===== config.mk =====
export PLATFORM = sky130hd
export DESIGN_NAME = pixel_map_stream
export DESIGN_NICKNAME = d
export VERILOG_FILES = /design/src/rtl/pixel_map_pkg.sv /design/src/rtl/pixel_lane_adder.sv /design/src/rtl/pixel_map_stream.sv
export SDC_FILE = /design/constraint.sdc
export NUM_CORES = 1
export LEC_CHECK = 0
export ABC_CLOCK_PERIOD_IN_PS = 5900
export BUFFER_PORTS_ARGS = -buffer_cell sky130_fd_sc_hd__buf_4
export CORE_MARGIN = 1.5
export CORE_UTILIZATION = 61
export CTS_CLUSTER_DIAMETER = 50
export DETAILED_ROUTE_END_ITERATION = 8
export GPL_ROUTABILITY_DRIVEN = 0
export MAX_ROUTING_LAYER = met4
export PLACE_DENSITY = 0.9
export SETUP_SLACK_MARGIN = 0.05
export SKIP_LAST_GASP = 1
export SLEW_MARGIN = 10
export SYNTH_ARGS = -nofsm -noshare
export SYNTH_HDL_FRONTEND = slang
export SYNTH_SLANG_ARGS = --single-unit
export TNS_END_PERCENT = 30

===== constraint.sdc =====
create_clock -name clk -period 5.9 [get_ports clk]
set_clock_uncertainty 0.15 [all_clocks]
set_input_delay 0.295 -clock clk [delete_from_list [all_inputs] [get_ports clk]]
set_output_delay 0.295 -clock clk [all_outputs]
set_load 0.1 [all_outputs]

===== src/rtl/pixel_map_pkg.sv =====
// Shared types and helpers for the raster coordinate streamer.
// PIXEL_MAP_SATURATE_EN widens accumulators and clamps output coordinates.
package pixel_map_pkg;

  localparam int COORD_W = 25;
  localparam int PIX_W   = 10;

`ifdef PIXEL_MAP_SATURATE_EN
  localparam int ACC_W = COORD_W + PIX_W;
`else
  localparam int ACC_W = COORD_W;
`endif

  typedef enum logic [1:0] {IDLE, SETUP1, SETUP2, RUN} state_t;
  typedef logic signed [COORD_W-1:0] coord_t;
  typedef logic signed [ACC_W-1:0]   acc_t;

  // Narrow an accumulator value to an output coordinate (clamp or wrap).
  function automatic coord_t sat_coord(input acc_t v);
`ifdef PIXEL_MAP_SATURATE_EN
    logic [ACC_W-COORD_W:0] hi;
    hi = v[ACC_W-1:COORD_W-1];
    if (hi == '0 || hi == '1) return coord_t'(v[COORD_W-1:0]);
    return v[ACC_W-1] ? coord_t'({1'b1, {(COORD_W-1){1'b0}}})
                      : coord_t'({1'b0, {(COORD_W-1){1'b1}}});
`else
    return v;
`endif
  endfunction

endpackage


===== src/rtl/pixel_lane_adder.sv =====
// One output lane: running real-axis accumulator, reloaded at each line start.
module pixel_lane_adder
  import pixel_map_pkg::*;
(
  input  logic   clk,
  input  logic   reset,
  input  logic   i_load,
  input  logic   i_adv,
  input  acc_t   i_base,
  input  acc_t   i_off,
  input  acc_t   i_step,
  output coord_t o_coord
);

  acc_t r_acc;

  always_ff @(posedge clk or negedge reset) begin
    if (!reset)      r_acc <= '0;
    else if (i_load) r_acc <= i_base + i_off;
    else if (i_adv)  r_acc <= r_acc + i_step;
  end

  assign o_coord = sat_coord(r_acc);

endmodule


===== src/rtl/pixel_map_stream.sv =====
// Self-scanning raster walker: emits N_LANES adjacent pixels and their coordinates per beat.
// Define PIXEL_MAP_SATURATE_EN to clamp output coordinates instead of wrapping.
module pixel_map_stream
  import pixel_map_pkg::*;
#(
  parameter int PIXEL_DATA_WIDTH   = PIX_W,
  parameter int ENGINE_DATA_WIDTH  = COORD_W,
  parameter int ENGINE_FRACT_WIDTH = 20,
  parameter int SCREEN_WIDTH       = 640,
  parameter int SCREEN_HEIGHT      = 480,
  parameter int N_LANES            = 1,
  parameter int BASE_STEP          = 4915
)(
  input  logic                                 clk,
  input  logic                                 reset,
  input  logic                                 start,
  input  logic [2:0]                           zoom,
  input  logic signed [ENGINE_DATA_WIDTH-1:0]  x_offset,
  input  logic signed [ENGINE_DATA_WIDTH-1:0]  y_offset,
  input  logic                                 out_ready,
  output logic                                 out_valid,
  output logic [N_LANES*ENGINE_DATA_WIDTH-1:0] real_x,
  output logic signed [ENGINE_DATA_WIDTH-1:0]  imag_y,
  output logic [PIXEL_DATA_WIDTH-1:0]          pixel_x,
  output logic [PIXEL_DATA_WIDTH-1:0]          pixel_y,
  output logic                                 line_end,
  output logic                                 frame_end,
  output logic                                 busy
);

  if (SCREEN_WIDTH % N_LANES != 0) begin : g_bad_lanes
    $error("SCREEN_WIDTH must be a multiple of N_LANES");
  end
  if (ENGINE_DATA_WIDTH != COORD_W || ENGINE_FRACT_WIDTH >= ENGINE_DATA_WIDTH) begin : g_bad_fmt
    $error("coordinate format does not match pixel_map_pkg");
  end

  localparam acc_t HALF_W = acc_t'(SCREEN_WIDTH / 2);
  localparam acc_t HALF_H = acc_t'(SCREEN_HEIGHT / 2);
  localparam acc_t LANES  = acc_t'(N_LANES);
  localparam logic [PIXEL_DATA_WIDTH-1:0] LAST_X = PIXEL_DATA_WIDTH'(SCREEN_WIDTH - N_LANES);
  localparam logic [PIXEL_DATA_WIDTH-1:0] LAST_Y = PIXEL_DATA_WIDTH'(SCREEN_HEIGHT - 1);

  state_t r_state, w_state_nxt;

  logic [2:0] r_zoom;
  coord_t     r_xoff, r_yoff;
  acc_t       r_step, r_x_start, r_beat_step, r_imag_acc;
  acc_t       r_lane_off [N_LANES];
  logic [PIXEL_DATA_WIDTH-1:0] r_px, r_py;

  acc_t w_step, w_x_start, w_y_start;
  acc_t w_lane_off [N_LANES];
  logic w_fire, w_last_x, w_last_y, w_setup, w_load, w_adv;

  assign w_step    = acc_t'(BASE_STEP) >>> r_zoom;
  assign w_x_start = acc_t'(r_xoff) - HALF_W * r_step;
  assign w_y_start = acc_t'(r_yoff) - HALF_H * r_step;

  assign out_valid = (r_state == RUN);
  assign busy      = (r_state != IDLE);
  assign w_fire    = out_valid && out_ready;
  assign w_last_x  = (r_px == LAST_X);
  assign w_last_y  = (r_py == LAST_Y);
  assign w_setup   = (r_state == SETUP2);
  // Lanes reload from x_start at frame setup and after every line's last beat.
  assign w_load    = w_setup || (w_fire && w_last_x);
  assign w_adv     = w_fire && !w_last_x;

  assign line_end  = out_valid && w_last_x;
  assign frame_end = line_end && w_last_y;
  assign pixel_x   = r_px;
  assign pixel_y   = r_py;
  assign imag_y    = sat_coord(r_imag_acc);

  always_ff @(posedge clk or negedge reset) begin
    if (!reset) r_state <= IDLE;
    else        r_state <= w_state_nxt;
  end

  always_comb begin
    w_state_nxt = r_state;
    case (r_state)
      IDLE:    if (start) w_state_nxt = SETUP1;
      SETUP1:  w_state_nxt = SETUP2;
      SETUP2:  w_state_nxt = RUN;
      RUN:     if (w_fire && w_last_x && w_last_y) w_state_nxt = IDLE;
      default: w_state_nxt = IDLE;
    endcase
  end

  always_ff @(posedge clk or negedge reset) begin
    if (!reset) begin
      r_zoom      <= '0;
      r_xoff      <= '0;
      r_yoff      <= '0;
      r_step      <= '0;
      r_x_start   <= '0;
      r_beat_step <= '0;
      r_imag_acc  <= '0;
      r_px        <= '0;
      r_py        <= '0;
      for (int i = 0; i < N_LANES; i++) r_lane_off[i] <= '0;
    end else begin
      if (r_state == IDLE && start) begin
        r_zoom <= zoom;
        r_xoff <= x_offset;
        r_yoff <= y_offset;
      end
      if (r_state == SETUP1) r_step <= w_step;
      if (w_setup) begin
        r_x_start   <= w_x_start;
        r_beat_step <= LANES * r_step;
        r_imag_acc  <= w_y_start;
        r_px        <= '0;
        r_py        <= '0;
        for (int i = 0; i < N_LANES; i++) r_lane_off[i] <= w_lane_off[i];
      end else if (w_fire) begin
        if (w_last_x) begin
          r_px       <= '0;
          r_py       <= r_py + 1'b1;
          r_imag_acc <= r_imag_acc + r_step;
        end else begin
          r_px <= r_px + PIXEL_DATA_WIDTH'(N_LANES);
        end
      end
    end
  end

  for (genvar k = 0; k < N_LANES; k++) begin : g_lane
    localparam acc_t LANE_K = acc_t'(k);
    coord_t w_coord;

    assign w_lane_off[k] = LANE_K * r_step;

    pixel_lane_adder u_lane (
      .clk     (clk),
      .reset   (reset),
      .i_load  (w_load),
      .i_adv   (w_adv),
      .i_base  (w_setup ? w_x_start : r_x_start),
      .i_off   (w_setup ? w_lane_off[k] : r_lane_off[k]),
      .i_step  (r_beat_step),
      .o_coord (w_coord)
    );

    assign real_x[k*ENGINE_DATA_WIDTH +: ENGINE_DATA_WIDTH] = w_coord;
  end

endmodule


==> out/metrics.yaml <==
detailed_routing:
  wirelength_met1_um: 16400
  dr.first_iter.drc_count: 1543
  drt-vias-per-instance: 6.68
  wl_um: 42900
  dr.pass1.iters: 6
  wl_met2_um: 19600
  dr_wl_met3_um: 3980
  postRouteAntennaNets: 0
  top_layer: "met4"
  routed-via-count: 13052
  routedWlPerCell_um: 22.0
  drc_errors: 0
clocking:
  clk_latency_ps: 460
  numCtsBuffers: 17
  cts-root-buf: "clkbuf_16"
  cts_tree: "done"
  clk_pin_slew_worst_paths_ps: 80
  clock_sinks: 197
  h-tree-depth: 4
  cts_buffer_depth: 2
global_routing:
  grt_pass1_wl_um: 65400
  grt_pass1_vias: 12501
  grt_max_degree: 127
  grt_overflow: 0
  grt_usage_pct: 35.6
  antenna_found_initial: 1
floorplanning:
  start_util_pct: 62.2
  chipHeight_um: 155
  ios: 131
  coreArea_sq_um: 22700
  die_w_um: 155
  die-area_sq_um: 24100
  placementRows: 55
status:
  status: "finished clean"
placement:
  postPlaceCellArea_sq_um: 15400
  numPortBuffers: 130
  placed_cells: 1851
  hpwlAfterDp_um: 27000
timing:
  holdWs_ps: 93.6
  fin_crit_sh_pct: 99.2
  worstMarginPinSlew_ps: 1080
  slew_violations: 0
  max-slew-margin-rel_pct: 27.9
  finalHoldViolCount: 0
  setup_violations: 0
  period_needed_ps: 5850
  fmax_mhz: 171
synthesis:
  ys.flop_type: "dfrtp_1"
  ys_types: 84
  synthTopCellsByArea: "dfrtp_1 35%, ha_1 13%, mux2_2 6.4%, xnor2_1 3.8%, a21oi_1 3.8%"
  async_flop_share_pct: 100
  synth_edf_count: 0
  yosysTopAreaCellShare_pct: 34.9
  syn_area_sq_um: 14100
  synth-seq-area-share_pct: 34.9
  syn_inst: 1468
  yosysTopAreaCell: "dfrtp_1"
  ys.warnings.count: 0
  syn_nets: 1697
  ys_ff_latch: 197
  avgSynthCellArea_sq_um: 9.62
critical_path:
  crit_family: "compound AO/OA/AOI/OAI gates"
  crit_chain: "ha_1, ha_2, ha_1, a21oi_2, o21ba_2, o21ai_2, a21oi_2, o21ai_1, a31o_2, a21oi_1, xor2_1, ha_1, a21oi_1, nor2b_1, o21a_1, a2111oi_1, xnor2_1, a21oi_1, ha_1, a21oi_1, o21ai_1, xnor2_1, o211ai_2"
  cp.required_ps: 6080
  startpoint_type: "flop"
  arrival_ps: 6030
  crit_type: "flop to flop"
  end_kind: "flop"
  cp_slowest_cell: "a2111oi_1"
  max_stage_delay_ps: 790
  path_buf_inv: 0
  crit_fanout: 8
finish:
  drive_gt1_share_pct: 20.6
  areaGrowthSynthToFinish_pct: 19.2
  final_cell_mix: "193 x dfrtp_1, 156 x buf_4, 136 x ha_1"
  nNetsFinal: 1883
  stdcell_area_sq_um: 16800
  fillCellCount: 1393
  final_common_cell: "dfrtp_1"
  final_cells: 1953
  finish.utilization_pct: 74.1
min_path:
  hold_class: "input pin to flop"
job:
  cap_violations: 0
[cells in the mapped netlist (all sizes together), types with 14 or more instances]
cell type,number
dfrtp,197
ha,146
nor2,116
a21oi,112
inv,97
o21ai,93
nand2,87
mux2,80
xnor2,62
xor2,40
nand3,36
nor2b,36
clkbuf,32
fa,26
a21o,25
a211oi,23
nor3,22
and3,21
a31oi,19
nand2b,17
nand4,14
[logic make-up after synthesis]
kind of cell    Yosys count  share of synthesized area [%]
compound gates          386                           18.1
simple gates            380                           13.1
flops                   197                           34.9
fa+ha+maj               172                           16.6
buf+inv                 142                           3.86
xor+xnor                102                           6.32
mux                      89                           7.02
[worst min-delay path, delay by kind of cell]
family,cells,cell delay [ps]
AOI/OAI and AO/OA,1,150
and+or+nand+nor,2,130
buffers and inverters,1,100
[state kept, by name, indices dropped and copies added (netlist names)]
register	flops
r_zoom	3
r_xoff	25
r_yoff	25
r_lane_off	25
pixel_x	10
r_step	11
r_state	2
r_beat_step	11
r_x_start	25
g_lane.u_lane.o_coord	25
pixel_y	10
imag_y	25
[per-stage QoR]
stage	setup slack [ps]	TNS, ps
2_1_floorplan	622	0
3_3_place_gp	401	0
3_5_place_dp	204	0
4_1_cts	76.2	0
5_1_grt	-92.0	-252
6_report	46.1	0
[path summary, 6_finish.rpt]
check / startpoint / to / slack [ps] / depth (start not counted)
worst max-delay path: r_step[5] / g_lane[0].u_lane.o_coord[24] / 50 / 23
worst min-delay path: out_ready / pixel_x[1] / 90 / 4
worst max register to register: r_step[5] / g_lane[0].u_lane.o_coord[24] / 50 / 23
worst min register to register: r_xoff[0] / r_xoff[0] / 360 / 1
max in group asynchronous: reset / r_step[5] / 3710 / 3
min in group asynchronous: reset / r_xoff[5] / 340 / 2
[routing by layer]
layer / up-vias / global-route usage (%)
li1: 5627 / -
met1: 6205 / 44.0
met2: 911 / 55.4
met3: 309 / 7.80
met4: 0 / 17.7
met5: - / -
[repair_timing]
item	in CTS	in global routing
endpoints found under the setup margin	0	12
hold buffers	54	0
resized for setup	0	39
setup buffers	0	15
endpoints found under the hold margin	178	0
[final cells by class]
class                   count  area [sq um]  share of cell area [%]
clock inverters            14           165                   0.981
repair buffers            212          1740                    10.3
multi-input cells        1129          8830                    52.5
inverters                  97           364                    2.16
well taps                 285           357                    2.12
clock buffers              18           439                    2.61
flip-flops and latches    197          4930                    29.3
diodes                      1          2.50                  0.0149
Power is not shown: default switching activity piles up to over one toggle a cycle in this logic, so the estimate is an artifact.
